--- config.mk ---
export PLATFORM = sky130hd
export DESIGN_NAME = sp_ram_param
export DESIGN_NICKNAME = d
export VERILOG_FILES = /design/src/rtl/sp_ram_param.sv
export SDC_FILE = /design/constraint.sdc
export NUM_CORES = 1
export LEC_CHECK = 0
export CORE_MARGIN = 4
export CORE_UTILIZATION = 55
export DETAILED_ROUTE_END_ITERATION = 8
export PLACE_DENSITY = 0.74
export SYNTH_ARGS = -nofsm -noshare
export SYNTH_HDL_FRONTEND = slang
export SYNTH_SLANG_ARGS = --single-unit
export TNS_END_PERCENT = 100
--- constraint.sdc ---
create_clock -name i_clk -period 4.5 [get_ports i_clk]
set_input_delay 1.125 -clock i_clk [delete_from_list [all_inputs] [get_ports i_clk]]
set_output_delay 1.125 -clock i_clk [all_outputs]
set_load 0.05 [all_outputs]
--- src/rtl/sp_ram_param.sv ---
// Parametrised single-port synchronous RAM with byte enables, selectable read-during-write,
// registered read port and a clear sequencer. Define SP_RAM_OUT_REG_EN for a second output stage.
module sp_ram_param #(
  parameter int DATA_W   = 8,
  parameter int ADDR_W   = 6,
  parameter int RDW_MODE = 0
) (
  input  logic                     i_clk,
  input  logic                     i_rst_n,
  input  logic                     i_ce,
  input  logic                     i_we,
  input  logic [DATA_W/8-1:0]      i_be,
  input  logic [ADDR_W-1:0]        i_addr,
  input  logic [DATA_W-1:0]        i_data,
  input  logic                     i_clr,
  output logic [DATA_W-1:0]        o_data,
  output logic                     o_valid,
  output logic                     o_busy,
  output logic                     o_clr_done
);

  localparam int DEPTH  = 2 ** ADDR_W;
  localparam int NUM_BE = DATA_W / 8;

  localparam logic [0:0] ST_CLEAR = 1'b0;
  localparam logic [0:0] ST_READY = 1'b1;

  localparam logic [ADDR_W-1:0] CNT_ONE  = ADDR_W'(1);
  localparam logic [ADDR_W-1:0] CNT_LAST = ADDR_W'(DEPTH - 1);

  logic [DATA_W-1:0] mem [DEPTH];

  logic [0:0]        state;
  logic [ADDR_W-1:0] cnt;
  logic              clr_done_q;
  logic              acc;
  logic [DATA_W-1:0] merged;
  logic [DATA_W-1:0] rd_word;
  logic [DATA_W-1:0] data_q;
  logic              valid_q;

  // An access presented together with a clear request is dropped.
  assign acc    = (state == ST_READY) && i_ce && !i_clr;
  assign o_busy = (state == ST_CLEAR);

  always_comb begin
    merged = mem[i_addr];
    for (int k = 0; k < NUM_BE; k++) begin
      if (i_be[k]) begin
        merged[8*k +: 8] = i_data[8*k +: 8];
      end
    end
  end

  assign rd_word = (RDW_MODE != 0 && i_we) ? merged : mem[i_addr];

  // The array itself is never reset; the sweep zeroes it word by word.
  always_ff @(posedge i_clk) begin
    if (state == ST_CLEAR) begin
      mem[cnt] <= '0;
    end else if (acc && i_we) begin
      mem[i_addr] <= merged;
    end
  end

  always_ff @(posedge i_clk or negedge i_rst_n) begin
    if (!i_rst_n) begin
      state      <= ST_CLEAR;
      cnt        <= '0;
      clr_done_q <= 1'b0;
    end else begin
      clr_done_q <= 1'b0;
      case (state)
        ST_CLEAR: begin
          cnt <= cnt + CNT_ONE;
          if (cnt == CNT_LAST) begin
            state      <= ST_READY;
            clr_done_q <= 1'b1;
          end
        end
        ST_READY: begin
          if (i_clr) begin
            state <= ST_CLEAR;
            cnt   <= '0;
          end
        end
        default: begin
          state <= ST_CLEAR;
          cnt   <= '0;
        end
      endcase
    end
  end

  always_ff @(posedge i_clk or negedge i_rst_n) begin
    if (!i_rst_n) begin
      data_q  <= '0;
      valid_q <= 1'b0;
    end else begin
      valid_q <= acc;
      if (acc) begin
        data_q <= rd_word;
      end
    end
  end

  assign o_clr_done = clr_done_q;

`ifdef SP_RAM_OUT_REG_EN
  logic [DATA_W-1:0] data_q2;
  logic              valid_q2;

  always_ff @(posedge i_clk or negedge i_rst_n) begin
    if (!i_rst_n) begin
      data_q2  <= '0;
      valid_q2 <= 1'b0;
    end else begin
      valid_q2 <= valid_q;
      if (valid_q) begin
        data_q2 <= data_q;
      end
    end
  end

  assign o_data  = data_q2;
  assign o_valid = valid_q2;
`else
  assign o_data  = data_q;
  assign o_valid = valid_q;
`endif

endmodule

After elaboration in Yosys (flattened, before gate mapping). Memories as Yosys holds them, arrays and structs flattened. Index checks and enable logic that the tools add are counted. Widths: inputs -> output; s select.

$add $sub $neg: 1. Eq/ne operators: 2. Multiplexer cells: 14. Bitwise logic cells: 1. Reductions and logical operators: 5.

Operator list (number): $mux 8 (2); $mux 6 (2); $pmux 6 s2 (1); $mux 1 (8); $reduce_or 8->1 (1); $add 6x1->6 const B (1); $eq 6x6->1 const B (1); $logic_and 1x1->1 (3); $ne 2x2->1 const B (1); $pmux 1 s2 (1); $logic_not 1->1 (1); $not 1->1 (1).

Register bits after elaboration: 17. RAM bits: 512. Bits of input ports: 20. Logic and storage cells: 29. Memories kept: 1.

Memories: mem (words 64, width 8, read ports 1, clocked after memory_dff 0, write ports 1, line 31) `logic [DATA_W-1:0] mem [DEPTH];`.

Depth between registers and ports, before layout.
Depth in word-level cells: 8. Mapped depth: 9.

Worst setup path before layout. OpenSTA, ideal clock, no wires.

Path kind: input -> register. Start point: input port i_addr[1]. End point: memory mem[0][3], data pin. Library setup time: 0.702 ns. Data arrival time: 4.818 ns. Required time: 3.798 ns. Path slack: -1.019 ns. Stages: 9. Buffers on the path: 4. Cell sequence: buf_4 buf_4 buf_2 nand2_1 buf_2 o22ai_1 o221ai_1 o22ai_1 o21ai_0.

RTL lines: start: declaration (line 13) `input logic [ADDR_W-1:0] i_addr,`; end: declaration (line 31).

==> summary.txt <==
RUN STATUS
----------------------------------------------------------------------------------------
Status                                                                         completed

CLOCKING
----------------------------------------------------------------------------------------
Cell at the root of the clock tree                                             clkbuf_16
CTS tree                                                                            done
Clock-pin slew on the worst setup and hold paths                                 0.06 ns
Resized Gates After CTS                                                                0
Depth of the CTS H-tree                                                                2
Number of buffers inserted by hold repair at cts                                       0
Clock latency on the worst-skew pair                                             0.59 ns
Number of buffers added by the clock tree synthesis step                              52
TritonCTS sink count                                                                 529
Buffer depth of the longest clock path                                                 3
Number of buffers inserted to repair setup after CTS                                   0

TIMING
----------------------------------------------------------------------------------------
Total count of hold-check failures in the final report                                 0
Fmax achieved                                                                  0.272 GHz
Worst slew margin relative to its limit                                            32.9%
Setup TNS after final layout                                                        0 ns
Pins over their slew limit                                                             0
Hold Worst Slack                                                                0.500 ns
Endpoints failing setup                                                                0
Maximum clock skew at final layout                                             0.0162 ns
Setup ws final                                                                  0.823 ns
Final cycle utilization of the critical path                                       81.7%
Shortest period the worst path allows                                            3.68 ns
Slew of the pin with the lowest slew margin                                      1.00 ns
Setup repair after global routing missed its margin                                   no

ROUTE
----------------------------------------------------------------------------------------
DRC violations left                                                                    0
Highest metal layer with signal wires                                               met4
Detailed-route wire length per cell                                              26.6 µm
Overall via count from detail_route                                                10717
DR iter-0 viols                                                                     1266
Detail Route met3 WL                                                             4210 µm
Via count normalized by instance count                                              6.24
Routed wire length                                                              45700 µm
Antenna viol nets, final                                                               0
Router iterations before antenna repair                                                5
Wl on met1                                                                      18400 µm
Met2 wirelength from detailed routing                                           21800 µm

CELLS AND AREA
----------------------------------------------------------------------------------------
Fraction of final layout cells sized beyond drive strength 1                       27.7%
Leading cell types in the layout, fill and taps excluded                    edfxtp_1 (512), mux4_2 (110), buf_4 (104), nor2_1 (64), clkbuf_16 (53)
Post-route cell area                                                           24200 µm²
Layout Nets                                                                         1189
Commonest non-fill, non-tap cell in the layout                                  edfxtp_1
Ant diodes                                                                             0
Area growth from synthesis to layout                                               15.6%

SYNTHESIS
----------------------------------------------------------------------------------------
Mapped Nets                                                                         1051
Cell variety after synth                                                              45
Synth Area per Inst                                                             20.3 µm²
Synthesized instance count                                                          1030
Synth Register Bits                                                                  529
Area of the mapped netlist                                                     20900 µm²
Seq/Total Area, Yosys                                                              75.6%
Yosys warnings                                                                         0

CRITICAL PATH
----------------------------------------------------------------------------------------
Category of cells accounting for the largest share of critical-path delay   compound AO/OA/AOI/OAI gates
Crit path buffers/inverters                                                            3
Kind of critical path                                                       input pin to flip-flop
Worst path cell trace                                                       clkdlybuf4s50_1 > nor2b_1 > buf_4 > o21ai_0 > o221ai_1 > o22ai_1 > o21ai_4 > buf_4
Cell mode on critical path                                                         buf_4
Element type at the critical path end                                          flip-flop
Required time at the worst-slack endpoint                                        4.89 ns
Startpoint kind of the worst setup timing path                                 input pin
Total stage count of the critical path                                                 8
Largest incremental delay on the critical path                                   0.82 ns
Standard cell with the maximum stage delay on the critical path                  o21ai_4
Count of cells along the worst register-to-register path                               5
Crit path arrival time                                                           4.07 ns
Maximum fanout count along the critical path                                          39

PLACEMENT
----------------------------------------------------------------------------------------
Post-place setup slack                                                          0.265 ns
Half-perimeter wire length of the detailed placement result                     28800 µm
Total of buffers placed on input and output ports                                     30
Placed inst area                                                               22500 µm²
Final RePlAce weighted congestion                                                  0.954

DIE
----------------------------------------------------------------------------------------
Die Area                                                                       41200 µm²
Floorplan die height                                                              203 µm
Row count                                                                             71
Die W                                                                             203 µm
Area of the core region                                                        37600 µm²
Top-level port count                                                                  31
Effective utilization at floorplan                                                 55.6%

GLOBAL ROUTING
----------------------------------------------------------------------------------------
Overflow left after global routing                                                     0
Antenna violations before repair                                                       1
Pin count of the biggest net entering global routing                                  65
Number of global-route vias before repair                                          10579
First-pass GRT wire length                                                      69000 µm
Overall Global Routing Usage                                                       22.6%

PWR
----------------------------------------------------------------------------------------
Cell leakage power                                                               8.53 nW
Pwr dens                                                                      472 nW/µm²
Sum of internal, switching and leakage power                                    0.0114 W
VDD IR max                                                                    0.000247 V

FLOW RUN
----------------------------------------------------------------------------------------
Max-cap violations                                                                     0

WORST HOLD PATH
----------------------------------------------------------------------------------------
Hold path depth                                                                        2
Type of the worst min-delay path                                            flip-flop to flip-flop

## cells in the mapped netlist
cell type / instances / area share [%]
a2bb2oi_2: 1 / 0.072
xor2_1: 2 / 0.084
o21bai_1: 1 / 0.036
inv_1: 3 / 0.054
buf_1: 2 / 0.036
o221ai_1: 14 / 0.59
nor4b_2: 1 / 0.072
o21ai_1: 9 / 0.22
a21o_1: 2 / 0.072
edfxtp_1: 512 / 74
dfrtp_1: 17 / 2.0
mux2i_1: 49 / 2.3
a21oi_1: 1 / 0.024
mux4_2: 110 / 12
and4b_1: 1 / 0.048
o22ai_1: 40 / 1.2
nand2b_1: 5 / 0.15
o21ai_0: 26 / 0.62
nor3_1: 1 / 0.024
and3_1: 2 / 0.060
clkbuf_4: 1 / 0.036
buf_2: 19 / 0.45
or2_2: 1 / 0.030
nor2b_1: 2 / 0.060
or3_1: 4 / 0.12
nand3b_1: 7 / 0.25
o21a_1: 3 / 0.11
a31oi_1: 1 / 0.030
ha_1: 1 / 0.060
clkinv_1: 1 / 0.018
o31ai_1: 2 / 0.072
nand2_1: 37 / 0.66
nor4b_1: 1 / 0.042
o2bb2ai_1: 1 / 0.042
nor2_1: 64 / 1.1
mux4_1: 5 / 0.63
o31a_1: 1 / 0.042
xnor2_1: 1 / 0.042
nand3_1: 16 / 0.38
o211ai_1: 1 / 0.036
clkbuf_1: 14 / 0.25
buf_4: 12 / 0.43
nand4b_1: 1 / 0.042
buf_6: 7 / 0.38
mux2_2: 28 / 1.5
## metrics by stage
stage	util, %	cells
global route	64.3	1718
global placement	59.9	1625
finish	64.3	1718
detailed placement	59.9	1625
CTS	64.3	1718
floorplan	-	1030
## registers in the layout, summed over array words and instances, names as in the netlist
signal,count
mem,512
o_data,8
cnt,6
o_clr_done,1
o_valid,1
state,1
## power by group
| part | internal [W] | leakage [nW] | switching [W] | total [W] |
|---|---|---|---|---|
| clock network | 0.00244 | 0.806 | 0.00176 | 0.00420 |
| logic | 0.000487 | 2.31 | 0.000918 | 0.00141 |
| registers | 0.00566 | 5.41 | 0.000130 | 0.00579 |
## logic make-up after synthesis
logic type	after synthesis	share of synthesized area, %
buffers and inverters	59	1.66
xor gates and xnor gates	3	0.126
muxes	192	16.3
DFF	529	75.6
and+or+nand+nor	143	3.09
adders and majority gates	1	0.0598
AOI/OAI and AO/OA	103	3.15
## tightest hold or removal path, delay by kind of cell (launching register included)
kind / cells / cell delay, ns
flip-flops: 1 / 0.35
AND/OR/NAND/NOR: 1 / 0.05
AO/OA/AOI/OAI: 1 / 0.06
## final timing paths
| path | from | end | slack (ns) |
|---|---|---|---|
| max | i_addr[5] | mem[49][6] | 0.82 |
| min | o_data[2] | o_data[2] | 0.50 |
| max reg2reg | state | mem[34][1] | 1.67 |
| min reg2reg | o_data[2] | o_data[2] | 0.50 |
| max in group asynchronous | i_rst_n | cnt[1] | 2.79 |
| min in group asynchronous | i_rst_n | o_clr_done | 1.09 |
## per-layer routing
metal,global-route usage (%),vias to the layer above
li1,-,4539
met1,33.9,5546
met2,34.8,547
met3,4.34,85
met4,6.52,0
met5,0,-
## area by class of cell
type                       instances  area, µm²
clock buffer                      62       1360
clock inverter                    31        289
fill                            2525      13400
inverter                           4       15.0
multi-input combinational        442       4850
sequential                       529      15800
tap                              511        639
timing repair buffer             139       1200
Note: power is estimated with default switching activity, not from simulation.
